[src/rtl/dmem_arb_pkg.sv]
// Shared definitions for the data-memory arbiter.
//   arb_state_e      : arbiter FSM state encoding
//   DEF_MAX_CORE_RUN : default number of core grants allowed while DMA waits
//   DEF_MAX_LOCK     : default maximum length of a locked DMA burst
//   cnt_width()      : register width needed to count 0..max inclusive
package dmem_arb_pkg;

    typedef enum logic [1:0] {
        CORE_PRI  = 2'd0,
        DMA_FORCE = 2'd1,
        DMA_LOCK  = 2'd2
    } arb_state_e;

    localparam int unsigned DEF_MAX_CORE_RUN = 4;
    localparam int unsigned DEF_MAX_LOCK     = 8;

    function automatic int unsigned cnt_width(input int unsigned max_val);
        return (max_val < 1) ? 1 : $clog2(max_val + 1);
    endfunction

endpackage

[src/rtl/sat_counter.sv]
// Saturating up-counter with synchronous clear.
//   clk_i   : clock, state changes on posedge
//   rst_i   : synchronous active-high reset, count returns to 0
//   clr_i   : synchronous clear, takes priority over inc_i
//   inc_i   : increment request, ignored once count reaches MAX
//   count_o : current count (0..MAX)
module sat_counter
    import dmem_arb_pkg::*;
#(
    parameter int unsigned MAX   = 4,
    parameter int unsigned WIDTH = cnt_width(MAX)
) (
    input  logic             clk_i,
    input  logic             rst_i,
    input  logic             clr_i,
    input  logic             inc_i,
    output logic [WIDTH-1:0] count_o
);

    localparam logic [WIDTH-1:0] MAX_VAL = WIDTH'(MAX);

    logic [WIDTH-1:0] count_q;
    logic [WIDTH-1:0] count_d;

    always_comb begin
        count_d = count_q;
        if (clr_i) begin
            count_d = '0;
        end else if (inc_i && (count_q < MAX_VAL)) begin
            count_d = count_q + 1'b1;
        end
    end

    always_ff @(posedge clk_i) begin
        if (rst_i) begin
            count_q <= '0;
        end else begin
            count_q <= count_d;
        end
    end

    assign count_o = count_q;

endmodule

[src/rtl/dmem_arbiter.sv]
// Two-port arbiter and stall controller in front of the single-ported data
// memory. The core has priority; a starvation counter forces DMA slots and a
// DMA port may lock the memory for short bursts.
//   clock, reset                    : clock and synchronous active-high reset
//   core_req/we/addr/wdata          : core LW/SW access
//   core_rdata, core_stall          : load data (combinational) and stall
//   dma_req/we/addr/wdata, dma_lock : DMA/loader command and burst lock
//   dma_gnt                         : DMA access performed this cycle
//   dma_rdata, dma_rvalid           : registered DMA read data and its pulse
//   mem_we/addr/wdata, mem_rdata    : single-ported data memory interface
module dmem_arbiter
    import dmem_arb_pkg::*;
#(
    parameter int unsigned ADDR_W       = 6,
    parameter int unsigned DATA_W       = 32,
    parameter int unsigned MAX_CORE_RUN = DEF_MAX_CORE_RUN,
    parameter int unsigned MAX_LOCK     = DEF_MAX_LOCK
) (
    input  logic              clock,
    input  logic              reset,
    input  logic              core_req,
    input  logic              core_we,
    input  logic [ADDR_W-1:0] core_addr,
    input  logic [DATA_W-1:0] core_wdata,
    output logic [DATA_W-1:0] core_rdata,
    output logic              core_stall,
    input  logic              dma_req,
    input  logic              dma_we,
    input  logic [ADDR_W-1:0] dma_addr,
    input  logic [DATA_W-1:0] dma_wdata,
    input  logic              dma_lock,
    output logic              dma_gnt,
    output logic [DATA_W-1:0] dma_rdata,
    output logic              dma_rvalid,
    output logic              mem_we,
    output logic [ADDR_W-1:0] mem_addr,
    output logic [DATA_W-1:0] mem_wdata,
    input  logic [DATA_W-1:0] mem_rdata
);

    localparam int unsigned      RUN_W        = cnt_width(MAX_CORE_RUN);
    localparam int unsigned      LOCK_W       = cnt_width(MAX_LOCK);
    localparam logic [RUN_W-1:0] RUN_LAST     = RUN_W'(MAX_CORE_RUN - 1);
    localparam logic [LOCK_W-1:0] LOCK_LAST   = LOCK_W'(MAX_LOCK - 1);
    localparam bit               LOCK_ALLOWED = (MAX_LOCK > 1);

    arb_state_e        state_q;
    logic [RUN_W-1:0]  run_cnt;
    logic [LOCK_W-1:0] lock_cnt;
    logic              core_gnt;
    logic              dma_gnt_w;
    logic              run_inc;
    logic              lock_inc;
    logic              dma_rd_w;
    logic [DATA_W-1:0] dma_rdata_q;
    logic              dma_rvalid_q;

    // Grants are combinational so an uncontended LW/SW completes in one cycle.
    // Reset suppresses every grant, so no write can commit in the reset cycle.
    always_comb begin
        core_gnt  = 1'b0;
        dma_gnt_w = 1'b0;
        if (!reset) begin
            if (state_q == CORE_PRI) begin
                core_gnt  = core_req;
                dma_gnt_w = dma_req & ~core_req;
            end else begin
                dma_gnt_w = dma_req;
                core_gnt  = core_req & ~dma_req;
            end
        end
    end

    // Starvation count advances only while DMA waits behind a core grant;
    // any other cycle clears it.
    assign run_inc = (state_q == CORE_PRI) & core_gnt & dma_req;

    // lock_cnt counts the grants of the current burst, the entry grant
    // included, so a burst ends on its MAX_LOCK-th grant. It is zero in every
    // state other than DMA_LOCK, so the entry increment lands on 1.
    assign lock_inc = dma_gnt_w & dma_lock &
                      ((state_q == DMA_LOCK) ? (lock_cnt < LOCK_LAST) : LOCK_ALLOWED);

    sat_counter #(
        .MAX   (MAX_CORE_RUN),
        .WIDTH (RUN_W)
    ) u_run_cnt (
        .clk_i   (clock),
        .rst_i   (reset),
        .clr_i   (~run_inc),
        .inc_i   (run_inc),
        .count_o (run_cnt)
    );

    sat_counter #(
        .MAX   (MAX_LOCK),
        .WIDTH (LOCK_W)
    ) u_lock_cnt (
        .clk_i   (clock),
        .rst_i   (reset),
        .clr_i   (~lock_inc),
        .inc_i   (lock_inc),
        .count_o (lock_cnt)
    );

    assign dma_rd_w = dma_gnt_w & ~dma_we;

    always_ff @(posedge clock) begin
        if (reset) begin
            state_q      <= CORE_PRI;
            dma_rdata_q  <= '0;
            dma_rvalid_q <= 1'b0;
        end else begin
            if (lock_inc) begin
                state_q <= DMA_LOCK;
            end else if (run_inc && (run_cnt == RUN_LAST)) begin
                state_q <= DMA_FORCE;
            end else begin
                state_q <= CORE_PRI;
            end
            dma_rvalid_q <= dma_rd_w;
            if (dma_rd_w) begin
                dma_rdata_q <= mem_rdata;
            end
        end
    end

    assign mem_we     = dma_gnt_w ? dma_we    : (core_gnt & core_we);
    assign mem_addr   = dma_gnt_w ? dma_addr  : core_addr;
    assign mem_wdata  = dma_gnt_w ? dma_wdata : core_wdata;

    assign core_rdata = mem_rdata;
    assign core_stall = core_req & ~core_gnt & ~reset;
    assign dma_gnt    = dma_gnt_w;
    assign dma_rdata  = dma_rdata_q;
    assign dma_rvalid = dma_rvalid_q;

endmodule

[config.mk]
export PLATFORM = sky130hd
export DESIGN_NAME = dmem_arbiter
export DESIGN_NICKNAME = d
export VERILOG_FILES = /design/src/rtl/dmem_arb_pkg.sv /design/src/rtl/sat_counter.sv /design/src/rtl/dmem_arbiter.sv
export SDC_FILE = /design/constraint.sdc
export NUM_CORES = 1
export LEC_CHECK = 0
export ABC_AREA = 1
export CAP_MARGIN = 20
export CORE_ASPECT_RATIO = 0.8
export CORE_MARGIN = 2
export CORE_UTILIZATION = 34
export CTS_CLUSTER_DIAMETER = 30
export CTS_CLUSTER_SIZE = 14
export DETAILED_ROUTE_END_ITERATION = 6
export HOLD_SLACK_MARGIN = 0.02
export PLACE_DENSITY = 0.82
export SLEW_MARGIN = 20
export SYNTH_ARGS = -nofsm -noshare
export SYNTH_HDL_FRONTEND = slang
export SYNTH_SLANG_ARGS = --single-unit
[constraint.sdc]
create_clock -name clock -period 1.7 [get_ports clock]
set_clock_uncertainty 0.1 [all_clocks]
set_input_delay 0.34 -clock clock [delete_from_list [all_inputs] [get_ports clock]]
set_output_delay 0.34 -clock clock [all_outputs]
set_load 0.005 [all_outputs]
==> impl_metrics.env <==
export IMPL_die_h_um=85.52
export IMPL_netlist_instances=485
export IMPL_cellPowerDensity_nw_per_um2=536.0
export IMPL_cts_buffers_inserted=5
export IMPL_top_usage_layer="met2"
export IMPL_yosys_top_cells_count="189 x nand2_1, 104 x inv_1, 42 x dfxtp_1, 36 x nor2_1"
export IMPL_met1_usage_pct=27.18
export IMPL_overflow=0
export IMPL_slew_headroom_pct=73.53
export IMPL_synth_ff_type="dfxtp_1"
export IMPL_period_needed_ps=1956
export IMPL_worst_slack_ps=-256.1
export IMPL_dieArea_um2=9056
export IMPL_cts_tree="done"
export IMPL_post_drt_wl_per_cell_um=14.95
export IMPL_synth_area_per_cell_um2=5.823
export IMPL_synth_async_reset_ratio_pct=0
export IMPL_hold_viol=0
export IMPL_fmax_mhz=511.2
export IMPL_period_share_pct=115.1
export IMPL_drt_total_wl_mm=12.13
export IMPL_yosysMostFrequentCell="nand2_1"
export IMPL_arrival_ps=1520
export IMPL_antenna_left=0
export IMPL_max_cap_violations=0
export IMPL_critPathLaunchType="flop"
export IMPL_drtPass1Iterations=5
export IMPL_io_pins=221
export IMPL_clk_latency_ps=290
export IMPL_end_kind="output pin"
export IMPL_vias_per_cell=4.524
export IMPL_antenna_found_initial=1
export IMPL_gp_congestion=0.9108
export IMPL_synth_top_cell_by_area="dfxtp_1"
export IMPL_critPathRequiredTime_ps=1260
export IMPL_cts_sinks=42
export IMPL_synth_cell_type_count=24
export IMPL_grt_pass1_wl_mm=17.95
export IMPL_clockBufferDepth=2
export IMPL_crit_fanout=4
export IMPL_synth_top_area_share_pct=29.77
export IMPL_outcome="finished with violations"
export IMPL_slew_viol_final=0
export IMPL_gr_usage_all_layers_pct=25.24
export IMPL_drive_gt1_share_pct=22.05
export IMPL_peakVddDrop_uv=357.2
export IMPL_ys_seq_elements=42
export IMPL_die_width_um=105.9
export IMPL_route_detailed_drc=0
export IMPL_area_delta_synth_final_pct=95.08
export IMPL_dpl_worst_slack_ps=-719.3
export IMPL_grt_start_max_net_pins=36
export IMPL_row_count=29
export IMPL_critical_path_class="flop to output pin"
export IMPL_p_leak_nw=2.839
export IMPL_hpwl_mm=8.795
export IMPL_synth_edf_count=0
export IMPL_min_delay_path_class="flop to flop"
export IMPL_ctsRootBufferMaster="clkbuf_8"
export IMPL_design_core_area_um2=7983
export IMPL_use_met2_pct=46.69
export IMPL_start_util_pct=35.38
export IMPL_clk_pin_slew_ps=70
export IMPL_fin_total_pwr_w=0.002953
export IMPL_fin_nets=820
export IMPL_num_antenna_cells=0
export IMPL_htreeDepth=2
export IMPL_met3_usage_pct=8.207
export IMPL_setup_violations=39
export IMPL_synth_seq_area_share_pct=29.77
export IMPL_failed_checks="setup timing"
export IMPL_syn_num_nets=603
export IMPL_rsz0062_at_grt="true"
export IMPL_setup_tns_ps=-8289
export IMPL_port_buffers=220
export IMPL_synth_area_top_cells="dfxtp_1 30%, nand2_1 25%, inv_1 14%"
export IMPL_vias=3669
export IMPL_ys_warnings_count=0
export IMPL_syn_area_um2=2824
export IMPL_first_global_vias=3549
export IMPL_worstMarginPinSlew_ps=397.0
export IMPL_drt_iter0_drc=207
power breakdown:
group / internal (W) / total, W / switching, W
clock: 0.000588 / 0.000934 / 0.000346
combinational: 0.000575 / 0.000984 / 0.000409
sequential: 0.00102 / 0.00103 / 0.0000180
total: 0.00218 / 0.00295 / 0.000773
critical path: stages (launching register included):
cell and delay [ps]:
dfxtp_2 340, nor2_4 110, nand2_2 80, nand2_4 120, buf_12 150, buf_12 120
buf_6 110, nand2_2 50, nand2_1 60, buf_2 120
layer usage:
metal | up-vias | wire, um
li1 | 1823 | -
met1 | 1637 | 4583
met2 | 169 | 5963
met3 | 40 | 1120
met4 | 0 | 461
met5 | - | 0
path summary, 6_finish.rpt:
kind	from	to	slack [ps]	depth (start not counted)
worst max-delay path	state_q[1]	mem_wdata[24]	-260	9
worst min-delay path	u_run_cnt.count_o[1]	u_run_cnt.count_o[1]	370	2
worst max register to register	state_q[1]	dma_rdata[13]	140	8
worst min register to register	u_run_cnt.count_o[1]	u_run_cnt.count_o[1]	370	2
cell usage in the layout, fill, tap and decap left out:
cell,count
buf_6,8
inv_1,103
buf_2,24
nand2_2,34
buf_4,28
nor2_2,1
a21oi_1,3
inv_2,1
dfxtp_1,40
o21ai_0,1
nand2_4,19
clkinv_1,1
nor3_1,4
clkbuf_8,5
buf_16,2
clkbuf_2,12
bufinv_16,2
nand2_1,138
inv_8,1
o21ai_1,1
a21boi_0,1
and3_1,1
nand4_1,32
clkbuf_16,3
buf_12,9
clkdlybuf4s50_1,144
nor2_1,35
dlygate4sd2_1,35
nor2_4,2
clkinv_4,1
nand3_2,1
ha_1,3
xor2_1,2
dfxtp_2,2
nand3_1,4
final cells by class:
type	count	area (um^2)
timing repair buffer	265	2539
fill	712	2474
multi-input combinational	282	1449
sequential	42	843.3
inverter	106	405.4
tap	108	135.1
clock buffer	5	68.82
clock inverter	3	68.82
per-stage QoR:
step / hold WS, ps / std cells / util [%] / area, um^2
global placement: 346.4 / 788 / 63.20 / 5045
floorplan: 340.0 / 485 / - / 2824
detailed placement: 361.8 / 788 / 63.20 / 5045
global route: 397.4 / 811 / 69.01 / 5509
CTS: 371.7 / 807 / 66.63 / 5319
finish: 370.8 / 811 / 69.01 / 5509
state kept, by name, indices dropped and copies added (netlist names):
register            count
state_q                 2
u_lock_cnt.count_o      4
dma_rvalid              1
dma_rdata              32
u_run_cnt.count_o       3
what timing repair did:
action                     4_1_cts  5_1_grt
setup endpoints to repair      104       42
gates cloned                     5        3
hold buffers                     0        0
gates resized for setup        206       80
setup buffers                    6        4
pin swaps                        5       13
kinds of logic after synthesis:
logic type	count (synthesis)	synth area share, %
and+or+nand+nor	271	40.05
xor gates and xnor gates	2	0.6204
adders and majority gates	3	1.329
buffers and inverters	161	27.07
DFF	42	29.77
AOI/OAI and AO/OA	6	1.152
Power figures use the tool's default switching activity.
